### config.mk
export PLATFORM = sky130hd
export DESIGN_NAME = id_ex_skid
export DESIGN_NICKNAME = d
export VERILOG_FILES = /design/src/rtl/id_ex_skid_pkg.sv /design/src/rtl/id_ex_slot.sv /design/src/rtl/id_ex_skid.sv
export SDC_FILE = /design/constraint.sdc
export NUM_CORES = 1
export LEC_CHECK = 0
export BUFFER_PORTS_ARGS = -buffer_cell sky130_fd_sc_hd__buf_2
export CAP_MARGIN = 20
export CORE_MARGIN = 5
export CORE_UTILIZATION = 48
export DETAILED_ROUTE_END_ITERATION = 10
export PLACE_DENSITY_LB_ADDON = 0.1
export SETUP_SLACK_MARGIN = 0.05
export SYNTH_ARGS = -nofsm -noshare
export SYNTH_HDL_FRONTEND = slang
export SYNTH_SLANG_ARGS = --single-unit
### constraint.sdc
create_clock -name sys_clk -period 1.7 [get_ports sys_clk]
set_input_delay 0.34 -clock sys_clk [delete_from_list [all_inputs] [get_ports sys_clk]]
set_output_delay 0.34 -clock sys_clk [all_outputs]
set_load 0.05 [all_outputs]
### src/rtl/id_ex_skid_pkg.sv
// Shared ID/EX definitions: the NOP word, payload field widths and the payload width formula.
// The payload is packed as {inst, inst_addr, op1, op2, rd_addr, rd_wen}.
`ifndef INST_NOP
`define INST_NOP 32'h0000_0013
`endif

package id_ex_skid_pkg;

    localparam int INST_W      = 32;
    localparam int WEN_W       = 1;
    localparam int XLEN_DEF    = 32;
    localparam int RADDR_W_DEF = 5;

    function automatic int payload_w(input int xlen, input int raddr_w);
        return INST_W + 3 * xlen + raddr_w + WEN_W;
    endfunction

    localparam int PAYLOAD_W = payload_w(XLEN_DEF, RADDR_W_DEF);

    typedef enum logic [1:0] {
        ST_EMPTY = 2'd0,
        ST_ONE   = 2'd1,
        ST_FULL  = 2'd2
    } skid_state_e;

endpackage

### src/rtl/id_ex_slot.sv
// One payload register with a valid bit; load sets valid, clear drops it (clear wins over load).
module id_ex_slot
    import id_ex_skid_pkg::*;
#(
    parameter int W = PAYLOAD_W
) (
    input  logic         clk_i,
    input  logic         rst_i,
    input  logic         ld_i,
    input  logic         clr_i,
    input  logic [W-1:0] d_i,
    output logic         vld_o,
    output logic [W-1:0] q_o
);

    logic         vld_q;
    logic [W-1:0] dat_q;

    always_ff @(posedge clk_i) begin
        if (rst_i) begin
            vld_q <= 1'b0;
            dat_q <= '0;
        end else begin
            if (clr_i) begin
                vld_q <= 1'b0;
            end else if (ld_i) begin
                vld_q <= 1'b1;
            end
            if (ld_i) begin
                dat_q <= d_i;
            end
        end
    end

    assign vld_o = vld_q;
    assign q_o   = dat_q;

endmodule

### src/rtl/id_ex_skid.sv
// Elastic ID/EX stage with 2-entry skid; 1-cycle latency, in_ready registered (!skid valid).
// Flush empties both slots; optional ID_EX_PERF_CNT_EN adds saturating stall/flush counters.
`ifndef INST_NOP
`define INST_NOP 32'h0000_0013
`endif

module id_ex_skid
    import id_ex_skid_pkg::*;
#(
    parameter int          XLEN     = 32,
    parameter int          RADDR_W  = 5,
    parameter logic [31:0] NOP_INST = `INST_NOP
) (
    input  logic               sys_clk,
    input  logic               sys_rst,
    input  logic               flush_en,
    input  logic               in_valid,
    output logic               in_ready,
    input  logic [31:0]        inst,
    input  logic [XLEN-1:0]    inst_addr,
    input  logic [XLEN-1:0]    op1,
    input  logic [XLEN-1:0]    op2,
    input  logic [RADDR_W-1:0] rd_addr,
    input  logic               rd_wen,
    output logic               out_valid,
    input  logic               out_ready,
    output logic [31:0]        inst_dly,
    output logic [XLEN-1:0]    inst_addr_dly,
    output logic [XLEN-1:0]    op1_dly,
    output logic [XLEN-1:0]    op2_dly,
    output logic [RADDR_W-1:0] rd_addr_dly,
`ifdef ID_EX_PERF_CNT_EN
    output logic [31:0]        stall_cnt,
    output logic [31:0]        flush_cnt,
`endif
    output logic               rd_wen_dly
);

    localparam int PW = payload_w(XLEN, RADDR_W);

    skid_state_e state_q, state_d;
    logic          main_ld, main_clr, main_from_skid, skid_ld, skid_clr;
    logic          main_vld, skid_vld;
    logic [PW-1:0] in_pay, main_d, main_q, skid_q;
    logic          accept, consume;

    logic [31:0]        p_inst;
    logic [XLEN-1:0]    p_addr, p_op1, p_op2;
    logic [RADDR_W-1:0] p_rd;
    logic               p_wen;

    assign in_pay  = {inst, inst_addr, op1, op2, rd_addr, rd_wen};
    assign accept  = in_valid & in_ready;
    assign consume = out_valid & out_ready;

    always_ff @(posedge sys_clk) begin
        if (sys_rst) begin
            state_q <= ST_EMPTY;
        end else begin
            state_q <= state_d;
        end
    end

    always_comb begin
        state_d        = state_q;
        main_ld        = 1'b0;
        main_clr       = 1'b0;
        main_from_skid = 1'b0;
        skid_ld        = 1'b0;
        skid_clr       = 1'b0;
        if (flush_en) begin
            state_d  = ST_EMPTY;
            main_clr = 1'b1;
            skid_clr = 1'b1;
        end else begin
            unique case (state_q)
                ST_EMPTY: begin
                    if (accept) begin
                        state_d = ST_ONE;
                        main_ld = 1'b1;
                    end
                end
                ST_ONE: begin
                    if (accept && consume) begin
                        main_ld = 1'b1;
                    end else if (accept) begin
                        state_d = ST_FULL;
                        skid_ld = 1'b1;
                    end else if (consume) begin
                        state_d  = ST_EMPTY;
                        main_clr = 1'b1;
                    end
                end
                ST_FULL: begin
                    // in_ready is low here, so only the skid entry can advance.
                    if (consume) begin
                        state_d        = ST_ONE;
                        main_ld        = 1'b1;
                        main_from_skid = 1'b1;
                        skid_clr       = 1'b1;
                    end
                end
                default: state_d = ST_EMPTY;
            endcase
        end
    end

    assign main_d = main_from_skid ? skid_q : in_pay;

    id_ex_slot #(.W(PW)) u_main (
        .clk_i (sys_clk),
        .rst_i (sys_rst),
        .ld_i  (main_ld),
        .clr_i (main_clr),
        .d_i   (main_d),
        .vld_o (main_vld),
        .q_o   (main_q)
    );

    id_ex_slot #(.W(PW)) u_skid (
        .clk_i (sys_clk),
        .rst_i (sys_rst),
        .ld_i  (skid_ld),
        .clr_i (skid_clr),
        .d_i   (in_pay),
        .vld_o (skid_vld),
        .q_o   (skid_q)
    );

    assign out_valid = main_vld;
    assign in_ready  = ~skid_vld;

    // Bubbles are forced to NOP form so stale slot contents never reach EX.
    assign {p_inst, p_addr, p_op1, p_op2, p_rd, p_wen} = main_q;
    assign inst_dly      = main_vld ? p_inst : NOP_INST;
    assign inst_addr_dly = main_vld ? p_addr : '0;
    assign op1_dly       = main_vld ? p_op1  : '0;
    assign op2_dly       = main_vld ? p_op2  : '0;
    assign rd_addr_dly   = main_vld ? p_rd   : '0;
    assign rd_wen_dly    = main_vld & p_wen;

`ifdef ID_EX_PERF_CNT_EN
    logic [31:0] stall_cnt_q, flush_cnt_q;

    always_ff @(posedge sys_clk) begin
        if (sys_rst) begin
            stall_cnt_q <= '0;
            flush_cnt_q <= '0;
        end else begin
            if (out_valid && !out_ready && stall_cnt_q != 32'hFFFF_FFFF) begin
                stall_cnt_q <= stall_cnt_q + 32'd1;
            end
            if (flush_en && flush_cnt_q != 32'hFFFF_FFFF) begin
                flush_cnt_q <= flush_cnt_q + 32'd1;
            end
        end
    end

    assign stall_cnt = stall_cnt_q;
    assign flush_cnt = flush_cnt_q;
`endif

endmodule

==> metrics.txt, run 1 <==
status complete, but fails checks; failing checks negative setup slack; post-route cell area about 0.017 mm²; post-route ant nets 0; crit path from u_main.vld_o; DR WL/cell 18.4 µm; critical path class flop to flop; largest area contributor in the netlist dfxtp_1; Area Growth Syn to Fin 53.2%; CTS Buffer Depth 3; number of synthesized flops with an enable pin 0; H-tree depth 1; Mapped Area 0.0114 mm²; Yosys top cell area share between 40% and 50%; hold crit path type input pin to flop; Hold WS 0.0491 ns; Routed WL roughly 40000 µm; Inst Count DP 2013; Clock Latency Late Sink 0.54 ns; first-pass GRT wire length approximately 50000 µm; register area share after synthesis 47.7%; crit path time final approximately 2.0 ns; Fin. Hold Viols 0; root buffer cell clkbuf_16; Slowest cell on crit path dfxtp_4; vias per cell 5.49; fin cells 2138; total CTS buffers 29; CP max stage delay roughly 0.42 ns; leakage 7.03 nW; fin util between 70% and 80%; CP bufs+invs 6; startpoint types flop; drt drc 0; max_slew headroom about two thirds; I/O pin cnt about 280; dpl ws -0.152 ns; first drt pass iteration count 5; initial core utilization about half; CP Data Arrival Time between 2 and 2.5 ns; Synth Net Count 1644; DR iter-0 viols 1061; cell family with most CP delay buffers and inverters; Pins Over Slew Limit 0; clk_skew 0.0142 ns; cts-stage hold buffer count 0; NumNets Final a little under 2000; Critical Path Stages 10; Final Cycle Share 118%; CP Cell Sequence buf_6, buf_6, nand4b_1, buf_6, nor2_4, buf_6, buf_12, clkbuf_16, nand2_1, a311oi_1; largest net degree at the start of global routing 73; Mapped Cells between 1500 and 2000; CP endpoint kind flop; Synth cell types 26; worst setup margin -0.307 ns; global route total overflow 0; Avg Cell Area, Syn about 7.6 µm²; # fillers about 1700; Worst R2R Path Depth 10; vias in the first global route slightly above 10000; worst hold stages 3; synth top area cells dfxtp_1 48%, nand2_1 18%, a311oi_1 10%; chip height between 150 and 200 µm; # setup viols final 405; top-count cell post-synth nand2_1; via total after detailed routing between 10000 and 15000; hold_sp inst_addr[5]; Slew @ Worst Pin 0.481 ns; Synth async-reset ratio 0%; reg2reg start u_main.vld_o; die area 0.0270 mm²; number of port buffers between 200 and 300; power per cell area just under 900 mW/mm²; max cap viols 0; Synth top cells by count 538 x nand2_1, 272 x dfxtp_1, 137 x a21oi_1; R2R Setup Slk -0.31 ns; Total Power 15.5 mW; Die W 164 µm; antenna violations before repair 7; TNS Setup -59.30 ns; CTS tree done; clock sink count ~270; CP Data Required Time roughly 2.1 ns; maximum VDD drop 0.000672 V; std cell rows 56; Peak Freq about 500 MHz; share of layout cells above drive strength 1 between 30 and 40%; Placer Congestion roughly 0.8; clock-pin slew of the registers on the worst-case setup and hold paths approximately 0.07 ns; CP Max Fanout 9; register bit total from synthesis 272; hpwl dp approximately 20000 µm; leading register cell type out of synthesis dfxtp_1; dpl cell area approximately 0.013 mm²; GRT Overall Usage a little under a quarter; RSZ-0062 raised after global routing yes; Core Region approximately 0.023 mm²; most frequent CP cell buf_6; YS warnings 0; critical path endpoint u_main.q_o[69]; RR Endpoint u_main.q_o[69]
-- kinds of logic (layout without fill, tap and decap cells) --
kind of cell / Yosys count / count (layout) / share of synthesized area, %
buffers and inverters: 137 / 449 / 5.14
muxes: 1 / 1 / 0.0877
and+or+nand+nor: 820 / 820 / 30.3
DFF: 272 / 272 / 47.7
other: 0 / 2 / 0
AOI/OAI and AO/OA: 275 / 275 / 16.7
-- flip-flops by register name, indices dropped and copies added, names as in the netlist --
name / cells
u_main.q_o: 134
u_skid.q_o: 134
state_q: 2
u_main.vld_o: 1
u_skid.vld_o: 1
-- worst register-to-register path: stages (launching register included) --
cell	delay (ns)
dfxtp_4	0.42
buf_6	0.13
buf_6	0.09
nand4b_1	0.10
buf_6	0.16
nor2_4	0.12
buf_6	0.13
buf_12	0.17
clkbuf_16	0.18
nand2_1	0.07
a311oi_1	0.34
-- layout make-up --
cell class / instances / area (µm²) / area share [%]
diodes: 2 / 5.00 / 0.0286
clock buffers: 37 / 796 / 4.55
clock inverters: 16 / 230 / 1.32
inverters: 2 / 7.51 / 0.0429
multi-input cells: 1096 / 6020 / 34.4
flip-flops and latches: 272 / 5450 / 31.1
well taps: 319 / 399 / 2.28
repair buffers: 394 / 4590 / 26.2
-- per-layer routing --
| layer | up-vias | GRT usage (%) | share of wire [%] |
|---|---|---|---|
| li1 | 5588 | - | - |
| met1 | 5591 | 30.0 | 41 |
| met2 | 455 | 38.2 | 49 |
| met3 | 88 | 4.87 | 7.3 |
| met4 | 10 | 5.76 | 2.8 |
| met5 | - | 0 | 0.17 |
-- how the worst min path moves through the flow --
stage,to,slack (ns)
2_1_floorplan,u_skid.q_o[0],0.44
3_3_place_gp,u_skid.q_o[124],0.44
3_5_place_dp,u_skid.q_o[113],0.45
4_1_cts,u_skid.q_o[84],0.04
5_1_grt,u_skid.q_o[5],0.05
6_report,u_skid.q_o[75],0.05
-- report_power, final --
group | switching (mW) | internal, mW | total [mW]
registers | 0.156 | 6.65 | 6.81
clock network | 2.61 | 4.20 | 6.81
logic | 0.984 | 0.862 | 1.85
-- cell usage in the layout, fill, tap and decap left out --
| cell type | netlist | layout |
|---|---|---|
| nand2_1 | 538 | 529 |
| dfxtp_1 | 272 | 271 |
| buf_2 | 43 | 139 |
| a21oi_1 | 137 | 137 |
| nor2_1 | 136 | 130 |
| and2_4 | 0 | 91 |
| a311oi_1 | 134 | 86 |
| buf_6 | 1 | 81 |
| buf_8 | 0 | 71 |
| clkbuf_16 | 0 | 59 |
| a311oi_2 | 0 | 48 |
| buf_12 | 0 | 41 |
| and2_1 | 133 | 27 |
| buf_4 | 3 | 26 |
| and2_2 | 0 | 15 |
| clkinv_2 | 0 | 10 |
| bufinv_16 | 0 | 6 |
| nand2b_1 | 5 | 5 |
| nand2_2 | 0 | 5 |
| clkbuf_8 | 0 | 5 |
| buf_16 | 0 | 5 |
| nand2_4 | 0 | 4 |
| nor2_2 | 1 | 4 |
| clkbuf_1 | 86 | 4 |
| nor2_4 | 0 | 3 |
| diode_2 | 0 | 2 |
| inv_1 | 2 | 2 |
| or2_4 | 0 | 2 |
| nor4_4 | 1 | 1 |
| or4_4 | 0 | 1 |
| a21boi_2 | 0 | 1 |
| nand4b_1 | 1 | 1 |
| o32ai_4 | 1 | 1 |
| nor3b_1 | 1 | 1 |
| mux2i_1 | 1 | 1 |
| o22ai_1 | 1 | 1 |
| nor4_1 | 1 | 1 |
| o221a_2 | 1 | 1 |
| dfxtp_4 | 0 | 1 |
-- repair_timing --
item | CTS | global route
buffers inserted | 6 | 18
hold endpoints to repair | 0 | 0
gates resized for setup | 301 | 209
pin swaps | 2 | 66
cloned | 3 | 44
endpoints found under the setup margin | 354 | 405
No activity file was read; power rests on OpenSTA's default activity.
==> run 2: changes to the inputs <==
--- a/config.mk
+++ b/config.mk
@@ -15,3 +15,4 @@
 export SYNTH_ARGS = -nofsm -noshare
 export SYNTH_HDL_FRONTEND = slang
 export SYNTH_SLANG_ARGS = --single-unit
+export TNS_END_PERCENT = 1
==> constraint.sdc (replaced) <==
create_clock -name sys_clk -period 1.68 [get_ports sys_clk]
set_input_delay 0.336 -clock sys_clk [delete_from_list [all_inputs] [get_ports sys_clk]]
set_output_delay 0.336 -clock sys_clk [all_outputs]
set_load 0.05 [all_outputs]
==> metrics.txt, run 2 (synthesis results as in run 1) <==
status complete, but fails checks; failing checks negative setup slack; CP endpoint kind output port; switch share 23.4% (-0.85 points); Die W 164 µm (unchanged); crit path time final approximately 1.9 ns; P_int 11.7 mW (about the same); largest net degree at the start of global routing 71 (-2.7%); Total Power 15.3 mW (-1.1%); root buffer cell clkbuf_16; first-pass GRT wire length 51400 µm (+0.99%); startpoint types flop; CP Max Fanout 14 (+5); NumNets Final 1874 (-3.1%); critical path class flop to output port; number of port buffers 274 (unchanged); std cell rows 56 (unchanged); Psw 3.58 mW (-4.5%); post-route cell area 0.0164 mm² (-6.1%); maximum VDD drop 0.000841 V (+25%); max cap viols 0 (unchanged); register area 0.00545 mm² (unchanged); Area Growth Syn to Fin 43.9%; max_slew headroom 72.5% (+4.6 points); Routed WL 33900 µm (-14%); CP Data Required Time 1.34 ns (-0.78 ns); cts-stage hold buffer count 0 (unchanged); chip height 164 µm (unchanged); multi-input logic area 0.00592 mm² (-1.6%); vias per cell 5.28 (-3.8%); Peak Freq between 500 and 600 MHz; Placer Congestion 0.772 (-3.0%); initial core utilization 48.6% (unchanged); dpl cell area 0.0134 mm² (-0.34%); H-tree depth 1 (unchanged); CTS Buffer Depth 3 (unchanged); vias in the first global route 10006 (-2.1%); RSZ-0062 raised after global routing yes; Pins Over Slew Limit 0 (unchanged); GRT Overall Usage 23.2% (+0.37 points); clk_skew 0.00686 ns (-0.00735 ns); Hold WS 0.0496 ns (+0.000514 ns); I/O pin cnt 275 (unchanged); antenna violations before repair 12 (+5); most common cell after layout, fill and taps aside nand2_1; DR WL/cell 16.2 µm (-12%); reg2reg start u_main.vld_o; total CTS buffers 28 (-3.4%); via total after detailed routing 11006 (-6.2%); CTS tree done; most frequent cells in the layout 534 x nand2_1, 271 x dfxtp_1, 138 x buf_2, 136 x nor2_1, 118 x a21oi_1; Hold EP u_skid.q_o[131]; Clock Latency Late Sink 0.53 ns (about the same); hpwl dp 19600 µm (+0.36%); Final Cycle Share 113%; hold_sp inst[29]; global route total overflow 0 (unchanged); fin util 70.0% (-4.5 points); post-route ant nets 0 (unchanged); Gate power share 10.0% (-1.9 points); clock-pin slew of the registers on the worst-case setup and hold paths 0.06 ns (about the same); R2R Setup Slk -0.13 ns (+0.18 ns); clock sink count 272 (unchanged); worst hold stages 3 (unchanged); first drt pass iteration count 6 (+1); dpl ws -0.214 ns (-0.0623 ns); share of layout cells above drive strength 1 32.2% (-2.0 points); DR iter-0 viols 867 (-18%); CP Data Arrival Time 1.56 ns (-0.87 ns); Core Region 0.0235 mm² (unchanged); Clock Power Share 45.1% (+1.1 points); die area 0.0270 mm² (unchanged); worst setup margin -0.217 ns (+0.0902 ns); Fin. Hold Viols 0 (unchanged); power per cell area 931 mW/mm² (+5.4%); RR Endpoint u_main.q_o[133]; leakage 6.47 nW (-7.9%); drt drc 0 (unchanged); Slew @ Worst Pin 0.413 ns (-0.0683 ns); Flop pwr share 45.0% (+1.0 points); hold crit path type input pin to flop; Worst R2R Path Depth 7 (-3); # setup viols final 278 (-31%); # fillers 1878 (+10%)
run 2: changes by cell type in the layout (fill, tap and decap cells not counted), sizes merged:
cell,previous run,this run
buf,363,330
clkbuf,68,43
clkinv,10,7
clkinvlp,0,1
diode,2,8
run 2: layer usage:
layer,part of all wire [%],vias up,GRT usage (%)
met5,0.12,-,0
met4,2.8,8,7.89
met3,7.0,72,4.87
met2,48,350,38.2
met1,42,5124,30.2
li1,-,5452,-
run 2: through the flow:
| stage | cells | TNS (ns) |
|---|---|---|
| final | 2084 | -30.35 |
| after global routing | 2084 | -56.62 |
| after CTS | 2071 | -42.34 |
| after detailed placement | 2011 | -21.97 |
| after global placement | 2011 | -14.47 |
| after floorplan | 1505 | -14.46 |
run 2: area by class of cell:
class	instances	share of cell area, %
multi-input cells	1096	36.0
clock buffers	38	4.99
clock inverters	14	1.36
diodes	8	0.122
repair buffers	335	21.9
inverters	2	0.0457
well taps	319	2.43
flip-flops and latches	272	33.2
run 2: power by group through the flow:
stage	logic, mW	registers [mW]	clock network, mW
floorplan	0.836	6.97	0
detailed placement	1.29	7.00	0
global placement	1.27	6.99	0
finish	1.52	6.88	6.90
CTS	1.41	6.87	7.01
global route	1.67	6.91	7.31
run 2: critical path: stages (launching register included):
cell and delay (ns):
dfxtp_4 0.38, buf_12 0.14, clkbuf_16 0.18, and2_1 0.16, buf_6 0.16
run 2: worst max path at each step:
stage	startpoint	endpoint	slack [ns]
2_1_floorplan	u_main.vld_o	u_skid.q_o[49]	-0.09
3_3_place_gp	flush_en	u_main.q_o[116]	-0.10
3_5_place_dp	flush_en	u_main.q_o[104]	-0.21
4_1_cts	u_main.vld_o	inst_dly[18]	-0.29
5_1_grt	u_main.vld_o	u_main.q_o[133]	-0.26
6_report	u_main.vld_o	inst_addr_dly[4]	-0.22
run 2: timing repair:
item / CTS / global route
buffers inserted: 5 / 1
pin swaps: 18 / 70
gates cloned: 3 / 5
endpoints found under the setup margin: 402 / 405
resized for setup: 349 / 167
==> run 3: changes to the inputs <==
--- a/config.mk
+++ b/config.mk
@@ -7,7 +7,7 @@
 export LEC_CHECK = 0
 export BUFFER_PORTS_ARGS = -buffer_cell sky130_fd_sc_hd__buf_2
 export CAP_MARGIN = 20
-export CORE_MARGIN = 5
+export CORE_MARGIN = 4
 export CORE_UTILIZATION = 48
 export DETAILED_ROUTE_END_ITERATION = 10
 export PLACE_DENSITY_LB_ADDON = 0.1
==> metrics.txt, run 3 (synthesis results as in run 1) <==
Slowest cell on crit path dfxtp_4; die area 0.0263 mm² (-2.4%); vias per cell 5.32 (+0.68%); CP max stage delay 0.38 ns (about the same); Peak Freq 525 MHz (-0.48%); CP Data Required Time 2.12 ns (+0.78 ns); dpl cell area 0.0136 mm² (+1.1%); most common cell after layout, fill and taps aside nand2_1; CP Cell Sequence buf_8, buf_6, nand4b_1, buf_6, nor2_4, buf_12, buf_12, nand2_2, a311oi_2; max cap viols 0 (unchanged); Fin. Hold Viols 0 (unchanged); post-route cell area 0.0169 mm² (+3.0%); via total after detailed routing 11288 (+2.6%); RSZ-0062 raised after global routing yes; worst hold stages 3 (unchanged); first drt pass iteration count 5 (-1); chip height 162 µm (-1.2%); CP Max Fanout 18 (+4); Inst Count DP 2030 (+0.94%); dpl ws -0.190 ns (+0.0250 ns); maximum VDD drop 0.000673 V (-20%); critical path class flop to flop; DR WL/cell 17.2 µm (+5.6%); total CTS buffers 29 (+3.6%); Hold EP u_skid.q_o[12]; Worst R2R Path Depth 9 (+2); Pins Over Slew Limit 0 (unchanged); cts-stage hold buffer count 0 (unchanged); crit path time final 1.91 ns (+0.00914 ns); status complete, but fails checks; worst setup margin -0.226 ns (-0.00914 ns); # fillers 1824 (-2.9%); GRT Overall Usage 24.8% (+1.7 points); Core Region 0.0234 mm² (-0.30%); NumNets Final 1920 (+2.5%); hpwl dp 20000 µm (+1.8%); root buffer cell clkbuf_16; global route total overflow 0 (unchanged); leakage 6.78 nW (+4.9%); antenna violations before repair 8 (-4); CP bufs+invs 5 (+2); initial core utilization 48.8% (+0.15 points); Die W 162 µm (-1.2%); std cell rows 56 (unchanged); max_slew headroom 75.1% (+2.6 points); startpoint types flop; hold crit path type input pin to flop; CP endpoint kind flop; cell family with most CP delay buffers and inverters; hold_sp op2[6]; number of port buffers 274 (unchanged); vias in the first global route 10461 (+4.5%); Routed WL 36400 µm (+7.6%); clock sink count 272 (unchanged); R2R Setup Slk -0.23 ns (-0.10 ns); Final Cycle Share 113% (+0.54 points); Clock Latency Late Sink 0.54 ns (about the same); DR iter-0 viols 870 (+0.35%); failing checks negative setup slack; clock-pin slew of the registers on the worst-case setup and hold paths 0.06 ns (about the same); fin cells 2123 (+1.9%); Hold WS 0.0373 ns (-0.0123 ns); Total Power 14.7 mW (-3.8%); power per cell area 870 mW/mm² (-6.6%); first-pass GRT wire length 54200 µm (+5.4%); clk_skew 0.0137 ns (+0.00685 ns); Placer Congestion 0.775 (+0.32%); drt drc 0 (unchanged); RR Endpoint u_main.q_o[107]; # setup viols final 269 (-3.2%); most frequent cells in the layout 526 x nand2_1, 271 x dfxtp_1, 137 x a21oi_1, 137 x buf_2, 134 x nor2_1; share of layout cells above drive strength 1 32.3% (+0.16 points); Area Growth Syn to Fin 48.2%; H-tree depth 1 (unchanged); CTS Buffer Depth 3 (unchanged); post-route ant nets 0 (unchanged); I/O pin cnt 275 (unchanged); CP Data Arrival Time 2.35 ns (+0.79 ns); CTS tree done; Slew @ Worst Pin 0.374 ns (-0.0391 ns); reg2reg start u_main.vld_o; largest net degree at the start of global routing 71 (unchanged)
## run 3: cell count changes in the layout (fill, tap and decap cells not counted), moves of 8 or more
cell and change:
buf_4 +19, buf_6 +11, nand2_1 -8, and2_4 -10
a21oi_1 +19, and2_1 +13, a21oi_2 -19
## run 3: report_power, final
group	internal [mW]	switching, mW	total [mW]
registers	6.73	0.146	6.88
logic	0.783	0.910	1.69
clock network	3.59	2.56	6.15
total	11.1	3.61	14.7
## run 3: worst register-to-register path: cells and delay by family, from the launching register on
kind	cells	cell delay (ns)
flip-flops	1	0.38
AND/OR/NAND/NOR	3	0.42
AO/OA/AOI/OAI	1	0.27
buffers and inverters	5	0.76
## run 3: how the worst max path moves through the flow
stage,startpoint,to,slack (ns),depth (start not counted)
floorplan,u_main.vld_o,u_skid.q_o[49],-0.09,8
global placement,flush_en,u_main.q_o[90],-0.13,7
detailed placement,flush_en,u_main.q_o[96],-0.19,7
CTS,u_main.vld_o,inst_addr_dly[21],-0.26,4
global route,u_main.vld_o,u_main.q_o[92],-0.31,10
finish,u_main.vld_o,u_main.q_o[107],-0.23,9
## run 3: layout make-up
cell class	count	area (µm²)	area share (%)
Timing Repair Buffer	380	4300	25.4
Clock buffer	42	835	4.93
Sequential cell	272	5450	32.2
Inverter	2	7.51	0.0444
Multi-Input combinational cell	1096	5850	34.5
Antenna cell	3	7.51	0.0444
Clock inverter	9	81.3	0.481
Tap cell	319	399	2.36
## run 3: repair_timing
item | in CTS | in global routing
pin swaps | 107 | 45
gates cloned | 9 | 13
gates resized for setup | 392 | 128
buffers inserted | 14 | 6
endpoints found under the setup margin | 351 | 406
## run 3: stage by stage
step / TNS [ns] / util, %
final: -47.44 / 72.3
after global routing: -73.95 / 72.3
after CTS: -54.13 / 69.1
after detailed placement: -21.40 / 58.0
after global placement: -17.13 / 58.0
after floorplan: -14.46 / -
## run 3: per-layer routing
layer | wire length [µm] | vias to the layer above | GRT usage [%]
li1 | - | 5563 | -
met1 | 14600 | 5270 | 32.0
met2 | 18100 | 367 | 42.1
met3 | 2800 | 76 | 6.14
met4 | 943 | 12 | 6.19
met5 | 52 | - | 0
